==> src/rtl/uart_pkg.sv <==
// Shared UART definitions: tx FSM state encoding, frame-format constants
// and the data-bit-count helper used by both the transmit and receive paths.
package uart_pkg;

  typedef enum logic [2:0] {
    ST_IDLE     = 3'd0,
    ST_WAIT_CTS = 3'd1,
    ST_START    = 3'd2,
    ST_DATA     = 3'd3,
    ST_PARITY   = 3'd4,
    ST_STOP     = 3'd5
  } tx_state_t;

  localparam logic [1:0] DBITS_5 = 2'b00;
  localparam logic [1:0] DBITS_6 = 2'b01;
  localparam logic [1:0] DBITS_7 = 2'b10;
  localparam logic [1:0] DBITS_8 = 2'b11;

  localparam logic PARITY_EVEN = 1'b0;
  localparam logic PARITY_ODD  = 1'b1;

  // Number of data bits (5..8) selected by a data_bit_num code.
  function automatic logic [3:0] data_bit_count(input logic [1:0] code);
    return 4'd5 + {2'b00, code};
  endfunction

endpackage

==> src/rtl/uart_baud_cnt.sv <==
// Bit-period timer: counts 0..CLKS_PER_BIT-1 and raises bit_tick for one
// cycle on the last count of every bit. clr holds the count at zero.
module uart_baud_cnt #(
  parameter int CLKS_PER_BIT = 434
) (
  input  logic clk,
  input  logic reset_n,
  input  logic clr,
  output logic bit_tick
);

  localparam int CW = (CLKS_PER_BIT > 1) ? $clog2(CLKS_PER_BIT) : 1;
  localparam logic [CW-1:0] LAST = CW'(CLKS_PER_BIT - 1);

  logic [CW-1:0] cnt;

  assign bit_tick = !clr && (cnt == LAST);

  // Free-running bit counter, wrapping at each bit boundary
  always_ff @(posedge clk or negedge reset_n) begin
    if (!reset_n) begin
      cnt <= '0;
    end else if (clr || bit_tick) begin
      cnt <= '0;
    end else begin
      cnt <= cnt + CW'(1);
    end
  end

endmodule

==> src/rtl/uart_tx.sv <==
// UART transmitter: start bit, 5-8 data bits LSB first, optional parity,
// 1 or 2 stop bits. Optional flow control under macro UART_TX_CTS_EN
// (synchronised cts_n gates the start of each frame via WAIT_CTS).
//
// state    | meaning
// ---------+-------------------------------------------------
// IDLE     | line high, waiting for start_tx
// WAIT_CTS | request captured, waiting for synchronised cts_n=0
// START    | driving the start bit (0)
// DATA     | driving data bit bit_cnt
// PARITY   | driving the parity bit
// STOP     | driving stop bit(s) (1)
module uart_tx
  import uart_pkg::*;
#(
  parameter int CLKS_PER_BIT = 434
) (
  input  logic       clk,
  input  logic       reset_n,
  input  logic [7:0] tx_data,
  input  logic       start_tx,
  input  logic [1:0] data_bit_num,
  input  logic       stop_bit_num,
  input  logic       parity_en,
  input  logic       parity_type,
  input  logic       cts_n,
  output logic       tx,
  output logic       tx_busy,
  output logic       tx_done
);

`ifdef UART_TX_CTS_EN
  localparam tx_state_t REQ_STATE = ST_WAIT_CTS;
`else
  localparam tx_state_t REQ_STATE = ST_START;
`endif

  tx_state_t  state, next_state;
  logic [2:0] bit_cnt, bit_cnt_next;
  logic [7:0] sh_data;
  logic [1:0] sh_dbits;
  logic       sh_stop, sh_pen, sh_ptype;
  logic       tx_next, busy_next, done_next;
  logic       bit_tick, baud_clr, cts_ok;
  logic [2:0] last_idx;
  logic [7:0] data_mask;
  logic       parity_bit;

`ifdef UART_TX_CTS_EN
  logic cts_meta, cts_sync;

  // Two-flop synchroniser for the asynchronous clear-to-send input
  always_ff @(posedge clk or negedge reset_n) begin
    if (!reset_n) begin
      cts_meta <= 1'b1;
      cts_sync <= 1'b1;
    end else begin
      cts_meta <= cts_n;
      cts_sync <= cts_meta;
    end
  end

  assign cts_ok = !cts_sync;
`else
  logic unused_cts;
  assign unused_cts = cts_n;
  assign cts_ok     = 1'b1;
`endif

  assign last_idx   = 3'(data_bit_count(sh_dbits) - 4'd1);
  assign data_mask  = 8'hFF >> (2'd3 - sh_dbits);
  assign parity_bit = (^(sh_data & data_mask)) ^ (sh_ptype == PARITY_ODD);
  assign baud_clr   = (state == ST_IDLE) || (state == ST_WAIT_CTS);

  uart_baud_cnt #(
    .CLKS_PER_BIT(CLKS_PER_BIT)
  ) u_baud (
    .clk      (clk),
    .reset_n  (reset_n),
    .clr      (baud_clr),
    .bit_tick (bit_tick)
  );

  // Capture the character and frame format on an accepted request
  always_ff @(posedge clk or negedge reset_n) begin
    if (!reset_n) begin
      sh_data  <= '0;
      sh_dbits <= DBITS_5;
      sh_stop  <= 1'b0;
      sh_pen   <= 1'b0;
      sh_ptype <= PARITY_EVEN;
    end else if (state == ST_IDLE && start_tx) begin
      sh_data  <= tx_data;
      sh_dbits <= data_bit_num;
      sh_stop  <= stop_bit_num;
      sh_pen   <= parity_en;
      sh_ptype <= parity_type;
    end
  end

  // State, bit index and registered outputs
  always_ff @(posedge clk or negedge reset_n) begin
    if (!reset_n) begin
      state   <= ST_IDLE;
      bit_cnt <= '0;
      tx      <= 1'b1;
      tx_busy <= 1'b0;
      tx_done <= 1'b0;
    end else begin
      state   <= next_state;
      bit_cnt <= bit_cnt_next;
      tx      <= tx_next;
      tx_busy <= busy_next;
      tx_done <= done_next;
    end
  end

  // Next-state and bit-index sequencing on bit boundaries
  always_comb begin
    next_state   = state;
    bit_cnt_next = bit_cnt;
    case (state)
      ST_IDLE: begin
        bit_cnt_next = '0;
        if (start_tx) next_state = REQ_STATE;
      end
      ST_WAIT_CTS: begin
        bit_cnt_next = '0;
        if (cts_ok) next_state = ST_START;
      end
      ST_START: begin
        bit_cnt_next = '0;
        if (bit_tick) next_state = ST_DATA;
      end
      ST_DATA: begin
        if (bit_tick) begin
          if (bit_cnt == last_idx) begin
            bit_cnt_next = '0;
            next_state   = sh_pen ? ST_PARITY : ST_STOP;
          end else begin
            bit_cnt_next = bit_cnt + 3'd1;
          end
        end
      end
      ST_PARITY: begin
        if (bit_tick) next_state = ST_STOP;
      end
      ST_STOP: begin
        if (bit_tick) begin
          if (bit_cnt == {2'b00, sh_stop}) begin
            bit_cnt_next = '0;
            next_state   = ST_IDLE;
          end else begin
            bit_cnt_next = bit_cnt + 3'd1;
          end
        end
      end
      default: begin
        next_state   = ST_IDLE;
        bit_cnt_next = '0;
      end
    endcase
  end

  // Output values for the state being entered, registered on the same edge
  always_comb begin
    busy_next = (next_state != ST_IDLE);
    done_next = (state == ST_STOP) && (next_state == ST_IDLE);
    case (next_state)
      ST_START:  tx_next = 1'b0;
      ST_DATA:   tx_next = sh_data[bit_cnt_next];
      ST_PARITY: tx_next = parity_bit;
      default:   tx_next = 1'b1;
    endcase
  end

endmodule

==> config.mk <==
export PLATFORM = sky130hd
export DESIGN_NAME = uart_tx
export DESIGN_NICKNAME = d
export VERILOG_FILES = /design/src/rtl/uart_pkg.sv /design/src/rtl/uart_baud_cnt.sv /design/src/rtl/uart_tx.sv
export SDC_FILE = /design/constraint.sdc
export NUM_CORES = 1
export LEC_CHECK = 0
export ABC_AREA = 0
export CAP_MARGIN = 20
export CORE_UTILIZATION = 45
export CTS_BUF_LIST = sky130_fd_sc_hd__clkbuf_8
export DETAILED_ROUTE_END_ITERATION = 16
export DONT_BUFFER_PORTS = 1
export PLACE_DENSITY = 0.56
export SYNTH_ARGS = -nofsm -noshare
export SYNTH_HDL_FRONTEND = slang
export SYNTH_SLANG_ARGS = --single-unit
==> constraint.sdc <==
create_clock -name clk -period 6.2 [get_ports clk]
set_input_delay 0.62 -clock clk [delete_from_list [all_inputs] [get_ports clk]]
set_output_delay 0.62 -clock clk [all_outputs]
set_load 0.005 [all_outputs]
==> flow_metrics.tcl <==
set metrics [dict create \
    status "finished clean" \
    synth-compound-area-share 0.105 \
    synth_area_um2 1640 \
    intPower_mw 0.386 \
    grt_max_degree 32 \
    cts_root_buffer "clkbuf_8" \
    ys.warnings.count 0 \
    die_width_um 62.4 \
    drtIter0Drc 55 \
    dr_wl_met2_um 1360 \
    cts_setup_buffers 0 \
    drv_cap 0 \
    dr.pass1.iters 4 \
    overflow 0 \
    p_comb_frac 0.170 \
    layout-drive-gt1-share 0.173 \
    synth_xor_area_frac 0.0961 \
    muxShareOfSynthArea 0.0938 \
    die_h_um 62.4 \
    p_leak_nw 0.751 \
    routed-wl-met3_um 122 \
    fin_util 0.525 \
    grt_pass1_vias 1201 \
    crit_path_max_fanout 6 \
    ys_ff_latch 31 \
    grt_antenna_before_repair 0 \
    final_cell_mix "30 x dfrtp_1, 14 x xnor2_1, 14 x nor2_1" \
    cts_resized 0 \
    synth_nets 177 \
    wl_met1_um 1460 \
    n_antenna_cell 0 \
    area_growth_pct 9.23 \
    relSlewSlack 0.570 \
    via_count 1120 \
    viasPerCell 5.38 \
    p_clk_frac 0.325 \
    post-route-period-util 0.389 \
    final_area_um2 1790 \
    ioPinCount 20 \
    wire_per_inst_um 14.4 \
    finalHoldViolCount 0 \
    clock_skew_ps 11.5 \
    layout_commonest_cell "dfrtp_1" \
    cts_tree "yes" \
    postRouteAntennaNets 0 \
    hold_buffers 0 \
    top_layer "met4" \
    yosysUniqueCellTypes 41 \
    initial_utilization 0.480 \
    post_synth_fa_ha_maj_area_fraction 0.0229 \
    p_sw_mw 0.156 \
    place_area_um2 1690 \
    crit_type "reg2reg" \
    seqPwrFrac 0.505 \
    critPathArrivalTime_ps 2630 \
    yosys.area_share.simple 0.182 \
    timing.fmax_ghz 0.414 \
    hp-class "in2async" \
    setup_viol 0 \
    htree_num_levels 2 \
    grt_use_total 0.184 \
    p_per_area_nw_per_um2 302 \
    ys_seq_area_frac 0.474 \
    hold-worst-slack_ps 24.1 \
    drc_errors 0 \
    final.setup.tns_ps 0 \
    path_clk_slew_ps 70 \
    grt_pass1_wl_um 5510 \
    slew_viol_final 0 \
    end_kind "flip-flop" \
    clock_latency_ps 290 \
    cts_buffer_depth 2 \
    start_kind "flip-flop" \
    tightest_slew_ps 644 \
    total_power_mw 0.542 \
    final_nets 181 \
    cp.required_ps 6420 \
    die_area_um2 3890 \
    syn_avg_cell_area_um2 10.4 \
    p_sw_frac 0.287 \
    syn_inst 157 \
    ir_drop_v 0.000182 \
    rsz0062_at_grt "no" \
    clock_sinks 31 \
    numPortBuffers 0 \
    synth_top_family_by_area "simple AND/OR/NAND/NOR gates" \
    detailed_place_hpwl_um 2160 \
    placementRows 21 \
    min_period_ps 2410 \
    coreArea_um2 3420 \
    gp_routability_congestion 0.858 \
    cts_inserted_buffers 5 \
    routed_wirelength_um 2990 \
]
-- cell usage after synthesis, drive strengths merged --
master  number  share of area
and4         1         0.0053
a22oi        1         0.0046
o22ai        1         0.0038
nand2       12          0.027
nand3b       4          0.018
ha           3          0.023
and3         2         0.0076
o311a        1         0.0061
inv          7          0.016
nor4b        2          0.014
nand2b       2         0.0076
nor2b        1         0.0038
mux2        11          0.076
and2         2         0.0099
nor2        14          0.032
clkbuf       2         0.0046
buf          2         0.0061
o21bai       1         0.0046
nor4         1         0.0076
o211ai       3          0.014
nand3        6          0.018
nand4        1         0.0038
xor2         4          0.021
o211a        1         0.0061
o31ai        1         0.0076
o31a         1         0.0053
a21boi       1         0.0046
a21oi        2         0.0061
or3          3          0.011
o21ai       11          0.034
dfstp        1          0.016
nor3         2         0.0061
xnor2       14          0.075
a211oi       1         0.0046
mux2i        3          0.018
dfrtp       30           0.46
a31oi        1         0.0038
or4b         1         0.0084
-- metrics by stage --
step,instances,setup slack (ps)
after global placement,200,3800
after global routing,208,3670
after floorplan,157,4010
final,208,3790
after detailed placement,200,3790
after CTS,208,3780
-- worst max-delay path: stages (launching register included) --
cell and delay, ps:
dfrtp_1 450, or4b_4 570, nor4_2 280, o211ai_1 170, and2_4 190, inv_2 80, mux2i_1 180, mux2i_1 110
o311a_1 320
-- area by class of cell --
class                           count  area (µm²)
Inverter                            7        26.3
Clock buffer                        7        96.3
Fill cell                         323        1620
Multi-Input combinational cell    115         820
Clock inverter                      1        7.51
Sequential cell                    31         777
Tap cell                           46        57.6
Timing Repair Buffer                1        7.51
-- cells by family after synthesis --
| family | count (synthesis) |
|---|---|
| adder cells (fa/ha/maj) | 3 |
| buffers and inverters | 11 |
| multiplexers | 14 |
| AND/OR/NAND/NOR | 54 |
| AO/OA/AOI/OAI | 26 |
| flip-flops | 31 |
| XOR/XNOR | 18 |
-- power groups by stage --
stage | Combinational [mW] | Sequential (mW) | Clock [mW]
2_1_floorplan | 0.0806 | 0.265 | 0
3_3_place_gp | 0.0897 | 0.274 | 0
3_5_place_dp | 0.0935 | 0.276 | 0
5_1_grt | 0.106 | 0.280 | 0.188
4_1_cts | 0.0936 | 0.273 | 0.181
6_report | 0.0921 | 0.274 | 0.176
-- layer usage --
metal  global-route usage  vias to the layer above
met3               0.0456                        5
li1                     -                      556
met4               0.0872                        0
met5                    0                        -
met1                0.242                      538
met2                0.286                       21
-- registers in the layout (all words and copies together), names as in the netlist --
| register | count |
|---|---|
| u_baud.cnt | 9 |
| sh_data | 8 |
| bit_cnt | 3 |
| state | 3 |
| sh_dbits | 2 |
| sh_pen | 1 |
| sh_ptype | 1 |
| sh_stop | 1 |
| tx | 1 |
| tx_busy | 1 |
| tx_done | 1 |
-- path summary, 6_finish.rpt --
path	start	to	slack [ps]	cells after the start
setup / recovery	u_baud.cnt[3]	tx	3790	8
hold / removal	reset_n	sh_data[7]	20	0
setup reg to reg	u_baud.cnt[3]	tx	3790	8
hold reg to reg	u_baud.cnt[0]	u_baud.cnt[0]	500	1
max in group asynchronous	reset_n	tx	6000	0
min in group clk	parity_en	sh_pen	450	2
Power figures use the tool's default switching activity.
